### src/rtl/ip_codma_fifo_pkg.sv
// ip_codma_fifo_pkg: address-phase FIFO entry shared by the FIFO and the data-phase controller.
// Revision: 1.0
`default_nettype none

package ip_codma_fifo_pkg;

    localparam int NO_OF_AF_BUFFERS = 4;
    localparam int AP_ADDR_W        = 32;

    typedef struct packed {
        logic                 read;
        logic                 write;
        logic [AP_ADDR_W-1:0] addr;
        logic [3:0]           size;
    } ap_entry_t;

    // Exactly one of read/write must be set for an entry to be executable.
    function automatic logic entry_is_legal(input logic read, input logic write);
        return read ^ write;
    endfunction

endpackage

`default_nettype wire

### src/rtl/ip_codma_machine_states_pkg.sv
// ip_codma_machine_states_pkg: state encodings for the CODMA controllers.
// Revision: 1.0
`default_nettype none

package ip_codma_machine_states_pkg;

    typedef enum logic [0:0] {
        DP_IDLE = 1'b0,
        DP_DATA = 1'b1
    } dp_state_t;

endpackage

`default_nettype wire

### src/rtl/ip_codma_dp_beat_cnt.sv
// ip_codma_dp_beat_cnt: saturating 16-bit counter of completed data beats.
// Revision: 1.0
`default_nettype none

module ip_codma_dp_beat_cnt (
    input  logic        clk_i,
    input  logic        reset_i,
    input  logic        inc_i,
    output logic [15:0] count_o
);

    logic [15:0] r_count;

    always_ff @(posedge clk_i or posedge reset_i) begin
        if (reset_i) begin
            r_count <= 16'h0000;
        end else if (inc_i && (r_count != 16'hFFFF)) begin
            r_count <= r_count + 16'd1;
        end
    end

    assign count_o = r_count;

endmodule

`default_nettype wire

### src/rtl/ip_codma_dp_ctrl.sv
// ip_codma_dp_ctrl: CODMA data-phase controller; pops the address-phase FIFO and runs the data beats.
// Optional macro CODMA_DP_BEAT_CNT_EN adds beat_cnt_o. Revision: 1.0
`default_nettype none

module ip_codma_dp_ctrl
    import ip_codma_fifo_pkg::*;
    import ip_codma_machine_states_pkg::*;
#(
    parameter int ADDR_W = 32,
    parameter int DATA_W = 32
) (
    input  logic              clk_i,
    input  logic              reset_i,
    input  logic [2:0]        ap_fifo_count_i,
    input  logic              ap_read_i,
    input  logic              ap_write_i,
    input  logic [ADDR_W-1:0] ap_addr_i,
    input  logic [3:0]        ap_size_i,
    output logic              fifo_rd_next_o,
    output logic              mem_req_o,
    output logic              mem_we_o,
    output logic [ADDR_W-1:0] mem_addr_o,
    output logic [DATA_W-1:0] mem_wdata_o,
    input  logic              mem_ready_i,
    input  logic [DATA_W-1:0] mem_rdata_i,
    output logic [DATA_W-1:0] rd_data_o,
    output logic              rd_valid_o,
    input  logic [DATA_W-1:0] wr_data_i,
    output logic              wr_ack_o,
`ifdef CODMA_DP_BEAT_CNT_EN
    output logic [15:0]       beat_cnt_o,
`endif
    output logic              busy_o,
    output logic              err_o
);

    localparam int BYTES_PER_BEAT = DATA_W / 8;

    dp_state_t         r_state;
    dp_state_t         w_state_nxt;
    logic              w_take;
    logic              w_legal;
    logic              w_beat_done;
    logic              w_last_beat;
    logic              r_we;
    logic [ADDR_W-1:0] r_addr;
    logic [3:0]        r_beats_left;
    logic              r_err;
    logic              r_rd_valid;
    logic [DATA_W-1:0] r_rd_data;

    // Pop is gated by reset so a non-empty FIFO is never popped while reset is held.
    assign w_take      = (r_state == DP_IDLE) && (ap_fifo_count_i != 3'd0) && !reset_i;
    assign w_legal     = entry_is_legal(ap_read_i, ap_write_i);
    assign w_beat_done = (r_state == DP_DATA) && mem_ready_i;
    assign w_last_beat = w_beat_done && (r_beats_left == 4'd0);

    always_ff @(posedge clk_i or posedge reset_i) begin
        if (reset_i) begin
            r_state <= DP_IDLE;
        end else begin
            r_state <= w_state_nxt;
        end
    end

    always_comb begin
        w_state_nxt = r_state;
        case (r_state)
            DP_IDLE: if (w_take && w_legal) w_state_nxt = DP_DATA;
            DP_DATA: if (w_last_beat)       w_state_nxt = DP_IDLE;
            default:                        w_state_nxt = DP_IDLE;
        endcase
    end

    // The running address register equals base + beat_idx * bytes-per-beat; wraps modulo 2^ADDR_W.
    always_ff @(posedge clk_i or posedge reset_i) begin
        if (reset_i) begin
            r_we         <= 1'b0;
            r_addr       <= '0;
            r_beats_left <= 4'd0;
            r_err        <= 1'b0;
            r_rd_valid   <= 1'b0;
            r_rd_data    <= '0;
        end else begin
            r_rd_valid <= w_beat_done && !r_we;
            if (w_take && w_legal) begin
                r_we         <= ap_write_i;
                r_addr       <= ap_addr_i;
                r_beats_left <= ap_size_i;
            end else if (w_beat_done) begin
                r_addr       <= r_addr + ADDR_W'(BYTES_PER_BEAT);
                r_beats_left <= r_beats_left - 4'd1;
            end
            if (w_take && !w_legal) begin
                r_err <= 1'b1;
            end
            if (w_beat_done && !r_we) begin
                r_rd_data <= mem_rdata_i;
            end
        end
    end

    always_comb begin
        fifo_rd_next_o = w_take;
        busy_o         = (r_state == DP_DATA);
        mem_req_o      = (r_state == DP_DATA);
        mem_we_o       = (r_state == DP_DATA) && r_we;
        mem_addr_o     = (r_state == DP_DATA) ? r_addr : '0;
        mem_wdata_o    = ((r_state == DP_DATA) && r_we) ? wr_data_i : '0;
        wr_ack_o       = (r_state == DP_DATA) && r_we && mem_ready_i;
        rd_data_o      = r_rd_data;
        rd_valid_o     = r_rd_valid;
        err_o          = r_err;
    end

`ifdef CODMA_DP_BEAT_CNT_EN
    ip_codma_dp_beat_cnt u_beat_cnt (
        .clk_i   (clk_i),
        .reset_i (reset_i),
        .inc_i   (w_beat_done),
        .count_o (beat_cnt_o)
    );
`endif

endmodule

`default_nettype wire

### config.mk
export PLATFORM = sky130hd
export DESIGN_NAME = ip_codma_dp_ctrl
export DESIGN_NICKNAME = d
export VERILOG_FILES = /design/src/rtl/ip_codma_fifo_pkg.sv /design/src/rtl/ip_codma_machine_states_pkg.sv /design/src/rtl/ip_codma_dp_beat_cnt.sv /design/src/rtl/ip_codma_dp_ctrl.sv
export SDC_FILE = /design/constraint.sdc
export NUM_CORES = 1
export LEC_CHECK = 0
export CELL_PAD_IN_SITES_DETAIL_PLACEMENT = 0
export CELL_PAD_IN_SITES_GLOBAL_PLACEMENT = 1
export CORE_ASPECT_RATIO = 0.6
export CORE_MARGIN = 5
export CORE_UTILIZATION = 28
export DETAILED_ROUTE_END_ITERATION = 10
export PLACE_DENSITY = 0.82
export SLEW_MARGIN = 20
export SYNTH_ARGS = -nofsm -noshare
export SYNTH_HDL_FRONTEND = slang
export SYNTH_SLANG_ARGS = --single-unit
### constraint.sdc
create_clock -name clk_i -period 3.19 [get_ports clk_i]
set_input_delay 0.638 -clock clk_i [delete_from_list [all_inputs] [get_ports clk_i]]
set_output_delay 0.638 -clock clk_i [all_outputs]
set_load 0.01 [all_outputs]
Word-level counts from Yosys, hierarchy flattened
Cells that the tools add are included.
Widths: inputs -> output; s select.
{ "classes": {"addsub": 2, "n_mux": 9, "n_reduce_logical": 15, "bitwise": 2} }
{ "ops": {"columns": ["cell", "n"], "rows": [
  ["$mux 32", 4],
  ["$add 32x3->32 const B", 1],
  ["$logic_and 1x1->1", 9],
  ["$mux 4", 2],
  ["$logic_not 4->1", 1],
  ["$sub 4x1->4 const B", 1],
  ["$logic_not 1->1", 3],
  ["$reduce_bool 3->1", 1],
  ["$mux 1", 2],
  ["$pmux 1 s2", 1],
  ["$reduce_bool 2->1", 1],
  ["$not 1->1", 1],
  ["$xor 1x1->1", 1]
]} }
{ "totals": {"input_bits": 108, "wordCells": 35, "output_inout_bits": 103, "regBits": 72} }

Logic depth before layout (Yosys ltp)
Gate-level depths: netlist of the first run.
{ "depth": {"depth_word": 6, "mapped_depth": 7, "mapped_depth_nobuf": 5} }

Worst setup path after synthesis of the first run
Ideal clock, no wire load.
{ "synth_timing": {"path_kind": "input to register", "start": "in mem_ready_i", "end": "reg r_addr[31]", "n_path_buf": 1, "t_arrival_ps": 2087, "path_slack_ps": 1016, "cell_stages": 5, "required_time_ps": 3103, "cell_sequence": "nand4_2 -> or4_1 -> buf_2 -> or4_1 -> o211ai_1"} }
{ "synth_via": {"elab_chain_cells": 2} }
{ "synth_rtl": {"columns": ["element", "line", "text"], "rows": [
  ["start, declared", "ip_codma_dp_ctrl.sv:24", "input logic mem_ready_i,"],
  ["$logic_and 1x1->1", "ip_codma_dp_ctrl.sv:55", "assign w_beat_done = (r_state == DP_DATA) && mem_ready_i;"],
  ["$reduce_bool 2->1 (no source line)", null, null],
  ["end signal, assigned", "ip_codma_dp_ctrl.sv:88", "r_addr <= ap_addr_i;"],
  ["end signal, assigned", "ip_codma_dp_ctrl.sv:91", "r_addr <= r_addr + ADDR_W'(BYTES_PER_BEAT);"],
  ["end, declared", "ip_codma_dp_ctrl.sv:46", "logic [ADDR_W-1:0] r_addr;"]
]} }
No other way between the ends.
A chain may end at the register's enable or synchronous reset.

Worst setup path in the final report of the first run
{ "layout_timing": {"start": "reg r_we", "end": "out mem_wdata_o[30]"} }
{ "layout_via": {"elab_chain_cells": 2} }
{ "layout_rtl": {"columns": ["element", "line", "text"], "rows": [
  ["start, declared", "ip_codma_dp_ctrl.sv:45", "logic r_we;"],
  ["start signal, assigned", "ip_codma_dp_ctrl.sv:87", "r_we <= ap_write_i;"],
  ["$logic_and 1x1->1", "ip_codma_dp_ctrl.sv:109", "mem_wdata_o = ((r_state == DP_DATA) && r_we) ? wr_data_i : '0;"],
  ["$mux 32", "ip_codma_dp_ctrl.sv:109", null],
  ["end, declared", "ip_codma_dp_ctrl.sv:23", "output logic [DATA_W-1:0] mem_wdata_o,"]
]} }
No other way between the ends.

==> results of run 1 <==
==> how the worst max path moves through the flow <==
stage / end / cells after the start
after floorplan: busy_o / 1
after global placement: r_addr[31] / 5
after detailed placement: r_addr[31] / 5
after CTS: fifo_rd_next_o / 5
after global routing: mem_wdata_o[30] / 2
final: mem_wdata_o[30] / 2
==> cell families after synthesis <==
| family | count (synthesis) | synth area share, % |
|---|---|---|
| flops | 72 | 46.5 |
| xor+xnor | 17 | 3.84 |
| buf+inv | 40 | 4.59 |
| simple gates | 180 | 26.4 |
| fa+ha+maj | 3 | 0.969 |
| mux | 33 | 9.56 |
| compound gates | 54 | 8.14 |
==> area by class of cell <==
| type | instances | area share [%] |
|---|---|---|
| clock inverters | 6 | 0.797 |
| clock buffers | 10 | 3.71 |
| flip-flops and latches | 72 | 28.0 |
| multi-input cells | 287 | 29.6 |
| inverters | 12 | 0.719 |
| repair buffers | 218 | 33.8 |
| well taps | 175 | 3.40 |
==> metrics by stage <==
stage / std cells / utilization [%] / total power, mW / setup WS [ns] / area [µm²]
floorplan: 399 / - / 3.02 / 0.727 / 3870
global placement: 764 / 45.2 / 4.39 / 0.179 / 6140
detailed placement: 764 / 45.2 / 4.46 / 0.112 / 6140
CTS: 780 / 47.4 / 5.48 / 0.373 / 6430
global route: 780 / 47.4 / 5.80 / 0.252 / 6430
finish: 780 / 47.4 / 5.40 / 0.390 / 6430
==> critical path, cell delays in order (launching register included) <==
cell and delay [ns]:
dfrtp_1 0.93, and3_1 0.28, clkdlybuf4s50_1 0.61
==> cells in the mapped netlist, drive strengths merged (2+ instances only) <==
library cell,instances
o21ai,26
or4,8
buf,6
nand3,12
ha,3
nand4,9
o211ai,2
nand2,40
xnor2,12
nor4,5
o31ai,5
a21oi,4
a31oi,14
xor2,5
or3,10
dfrtp,72
clkbuf,22
and3,36
nor2,20
nor3,3
inv,12
mux2,32
and2,35
==> state kept, by name, indices dropped and copies added (netlist names) <==
name and flops:
r_we 1, r_addr 32, r_beats_left 4, err_o 1, busy_o 1, rd_valid_o 1, rd_data_o 32
==> layer usage <==
metal / vias up / track usage [%] / routed length (µm)
li1: 1809 / - / -
met1: 1779 / 19.9 / 5640
met2: 143 / 24.9 / 5590
met3: 11 / 9.44 / 1620
met4: 0 / 3.31 / 106
met5: - / 0 / 0
==> cells in the final DEF, fill, tap and decap left out, drive strengths merged <==
cell,count
xor2,5
ha,3
o31ai,5
and3,36
and4,1
o311ai,1
mux2,32
clkinv,4
a21oi,4
nor2,20
buf,8
xnor2,12
o21ai,26
a31oi,14
and2,35
o211ai,2
dfrtp,72
o41ai,1
nor3,3
nor4,5
or4,8
o21bai,1
inv,13
nand2,40
nand3,12
mux2i,1
or3,10
clkbuf,10
clkinvlp,1
nand4,9
or4b,1
clkdlybuf4s50,210
==> report_power, final <==
part | internal (mW) | total [mW] | switching (mW) | leakage [nW]
Clock | 0.557 | 0.972 | 0.414 | 0.140
Combinational | 1.53 | 2.60 | 1.07 | 1.61
Sequential | 1.36 | 1.83 | 0.472 | 0.844
==> results.cfg, run 1 <==
[worst_hold_path]
whs_endpoint = r_addr[1]
hold_path_class = flop to flop
hp-start = r_addr[1]
holdPathStages = 2

[sta]
drv_slew = 0
period_share_pct = 87.8
setup_viol = 0
timing.fmax_ghz = 0.357
fin_tns_setup_ns = 0
max_slew_margin_pct = 39.4
finalHoldViolations = 0
finClkSkew_ns = 0.00911
period_minus_slack_ns = 2.80
hold_slack_ns = 0.480
rsz0062_at_grt = false
tightest_slew_ns = 0.909

[synth]
synth_area_per_cell_um2 = 9.71
ys.flop_type = dfrtp_1
synthTopCellsByArea = dfrtp_1 47%, mux2_2 9.3%, and2_1 5.3%, and3_1 5.3%, nand2_1 3.9%
synth_fp_nets = 510
syn_area_mm2 = 0.00387
ys_seq_area_share_pct = 46.5
synthArstFlopShare_pct = 100
synth.distinct_cells = 40
synth_top_area_share_pct = 46.5
synth_edf_count = 0
ys_warn_count = 0
yosysTopAreaCell = dfrtp_1
synthCells = 399
synth-seq-cells = 72

[worst_setup_path]
r2r_start = busy_o
endpoint_kind = output port
crit_fanout = 37
crit_type = flop to output port
crit_path_start_kind = flop
startpoint = r_we
rrSetupSlack_ns = 0.55
reg2regPathDepth = 4
r2r-end = r_addr[31]
required_ns = 2.55
cp.arrival_ns = 2.16

[grt]
grt_pass1_wl_um = 21100
grt_max_degree = 57
antenna_found_initial = 0
grt_pass1_vias = 4013
grt_usage_pct = 16.2
grt_remaining_overflow = 0

[drt]
drcViolationCount = 0
wirelength_um = 13000
viasPerCell = 4.80
drt_iter0_markers = 170
post_drt_wl_per_cell_um = 16.6
dr.pass1.iters = 4
vias = 3742
ant_nets = 0

[die]
initial_core_util_pct = 28.5
die-height_um = 101
core-area_mm2 = 0.0136
die_width_um = 162
ioPinCount = 211
die_area_mm2 = 0.0164
num_rows = 33

[final_layout]
nFillCells = 1287
area_growth_pct = 66.1
fin_nets = 711
n_antenna_cell = 0
drive_gt1_share_pct = 11.4
multiInputGateArea_mm2 = 0.00190
regArea_mm2 = 0.00180

[pwr]
power.density_mw_per_mm2 = 840
ir_drop_mv = 0.455
power_leakage_nw = 2.59

[cts]
cts_root_buf = clkbuf_16
clk_path_buf_depth = 2
postCtsSetupRepairBufs = 0
clk_pin_slew_ns = 0.06
cts_sinks = 72
cts_tree = built
htree_levels = 3
clkLatencyLatePin_ns = 0.33
cts_buffers = 9
post_cts_resized = 0
ctsHoldBuffers = 0

[place]
hpwl_um = 9860
routabilityCongestion = 0.762
numPortBuffers = 210

[job]
drv_cap = 0

[run_status]
status = finished clean
No activity file was read; power rests on OpenSTA's default activity.
==> run 2, diff against run 1 <==
--- a/config.mk
+++ b/config.mk
@@ -5,13 +5,14 @@
 export SDC_FILE = /design/constraint.sdc
 export NUM_CORES = 1
 export LEC_CHECK = 0
+export ABC_AREA = 1
 export CELL_PAD_IN_SITES_DETAIL_PLACEMENT = 0
 export CELL_PAD_IN_SITES_GLOBAL_PLACEMENT = 1
 export CORE_ASPECT_RATIO = 0.6
-export CORE_MARGIN = 5
+export CORE_MARGIN = 3
 export CORE_UTILIZATION = 28
 export DETAILED_ROUTE_END_ITERATION = 10
-export PLACE_DENSITY = 0.82
+export PLACE_DENSITY = 0.83
 export SLEW_MARGIN = 20
 export SYNTH_ARGS = -nofsm -noshare
 export SYNTH_HDL_FRONTEND = slang
==> run 2 against run 1 <==
Clock-buffer cell count grew 4. Register-to-register slack gained 0.41 ns. Setup slack improved by 0.22 ns. Sequential power shrank 5%. Via count grew 32%. Synthesized area increased by 19%. Die area is 10% higher. Global-route usage grew 2.7 points. Routed wire length rose by 27%. Sequential share of layout area shrank 2.9 points. Clock power up 11%. First-iteration DRC count up 140%.
==> results.cfg, run 2 <==
[sta]
finalHoldViolations = 0
drv_slew = 0
period_share_pct = 80.8
max_slew_margin_pct = 35.5
finClkSkew_ns = 0.00801
fin_tns_setup_ns = 0
timing.fmax_ghz = 0.388
tightest_slew_ns = 0.961
hold_slack_ns = 0.467
period_minus_slack_ns = 2.58
setup_viol = 0
rsz0062_at_grt = false

[cts]
clk_pin_slew_ns = 0.05
cts_sinks = 72
cts_tree = built
clkLatencyLatePin_ns = 0.33
ctsHoldBuffers = 0
cts_root_buf = clkbuf_16
htree_levels = 3
post_cts_resized = 0
postCtsSetupRepairBufs = 0
clk_path_buf_depth = 2
cts_buffers = 9

[place]
hpwl_um = 12700
numPortBuffers = 210
routabilityCongestion = 0.806

[synth]
synth_area_per_cell_um2 = 6.31
synth-seq-cells = 72
synthTopCellsByArea = dfrtp_1 39%, nand2_1 24%, inv_1 11%, nor2_1 6.1%, nand3_1 3.8%
synth_most_common_cell = nand2_1
syn_area_mm2 = 0.00459
synth_top_area_share_pct = 39.2
synth_common_cells = 296 x nand2_1, 133 x inv_1, 74 x nor2_1
ys_warn_count = 0
ys.flop_type = dfrtp_1
synthArstFlopShare_pct = 100
synth_edf_count = 0
synthCells = 728
ys_seq_area_share_pct = 39.2
synth.distinct_cells = 28
synth_fp_nets = 839
yosysTopAreaCell = dfrtp_1

[final_layout]
final_common_cell = nand2_1
final_cell_mix = 296 x nand2_1, 210 x clkdlybuf4s50_1, 131 x inv_1, 74 x nor2_1, 72 x dfrtp_1
nFillCells = 1644
area_growth_pct = 56.2
fin_nets = 1040
n_antenna_cell = 0
drive_gt1_share_pct = 4.60

[pwr]
ir_drop_mv = 0.405
power_leakage_nw = 3.72
power.density_mw_per_mm2 = 823

[worst_setup_path]
r2r_start = busy_o
critPathMostFrequentCell = clkdlybuf4s50_1
required_ns = 2.55
crit_fanout = 2
crit_type = input pin to output port
path_cells = clkdlybuf4s50_1 > nor2_1 > nand2_1 > nand2_2 > inv_2 > clkdlybuf4s50_1
rrSetupSlack_ns = 0.96
crit_path_start_kind = input pin
startpoint = ap_fifo_count_i[1]
slowest_delay_ns = 0.54
reg2regPathDepth = 9
slowest_stage = clkdlybuf4s50_1
endpoint_kind = output port
cp.arrival_ns = 1.94

[grt]
grt_pass1_wl_um = 26600
grt_pass1_vias = 4833
antenna_found_initial = 0
grt_usage_pct = 18.9
grt_remaining_overflow = 0
grt_max_degree = 53

[run_status]
status = finished clean

[drt]
drt_iter0_markers = 400
ant_nets = 0
post_drt_wl_per_cell_um = 14.5
viasPerCell = 4.34
vias = 4929
wirelength_um = 16500
drcViolationCount = 0
dr.pass1.iters = 5

[die]
die_area_mm2 = 0.0180
num_rows = 35
core-area_mm2 = 0.0157
ioPinCount = 211
die-height_um = 105
die_width_um = 171
initial_core_util_pct = 29.3

[worst_hold_path]
hp-start = rd_data_o[20]
holdPathStages = 2
hold_path_class = flop to flop

[job]
drv_cap = 0
run 2: changes by cell type after synthesis, moves of 10 or more:
cell,before,now
clkbuf_1,22,7
o21ai_0,4,25
nand3_1,10,35
and3_1,33,0
nand2_1,40,296
or3_1,10,0
a31oi_1,14,0
and2_1,33,2
buf_2,1,13
nor2_1,20,74
inv_1,12,133
xnor2_1,12,0
mux2_2,32,0
run 2: worst max-delay path: cells and delay by family:
family | cells | cell delay, ns
buf+inv | 3 | 1.08
simple gates | 3 | 0.22
run 2: kinds of logic after synthesis:
logic type               synth area share [%]
flip-flops                               39.2
adder cells (fa/ha/maj)                 0.818
AO/OA/AOI/OAI                            7.09
AND/OR/NAND/NOR                          37.2
buffers and inverters                    14.7
multiplexers                            0.218
XOR/XNOR                                0.763
run 2: final timing paths:
kind	end
worst max register to register	r_addr[6]
max in group asynchronous	r_addr[11]
worst min register to register	rd_data_o[20]
worst max-delay path	fifo_rd_next_o
worst min-delay path	rd_data_o[20]
min in group asynchronous	busy_o
run 2: stage by stage:
stage	power, mW	instances	util, %	setup WS, ns	area, µm²
finish	5.90	1137	45.7	0.614	7170
global route	6.43	1137	45.7	0.554	7170
CTS	5.97	1137	45.7	0.589	7170
detailed placement	4.85	1121	43.7	0.524	6850
global placement	4.83	1121	43.7	0.522	6850
floorplan	3.27	728	-	0.727	4590
run 2: layout make-up:
| type | instances | area (µm²) | share of cell area (%) |
|---|---|---|---|
| Multi-Input combinational cell | 493 | 2110 | 29.5 |
| Clock buffer | 14 | 284 | 3.96 |
| Tap cell | 203 | 254 | 3.54 |
| Sequential cell | 72 | 1800 | 25.1 |
| Inverter | 136 | 513 | 7.16 |
| Timing Repair Buffer | 217 | 2170 | 30.2 |
| Clock inverter | 2 | 35.0 | 0.489 |
run 2: report_power, final:
group | switching [mW] | internal [mW]
registers | 0.395 | 1.33
clock network | 0.391 | 0.691
logic | 1.61 | 1.49
total | 2.40 | 3.51
run 2: layer usage:
metal	up-vias	GRT usage, %	share of wire, %	wire (µm)
li1	2551	-	-	-
met1	2222	26.5	47	7800
met2	148	28.1	43	7090
met3	8	7.60	9.2	1510
met4	0	2.41	0.41	68
met5	-	0	0	0
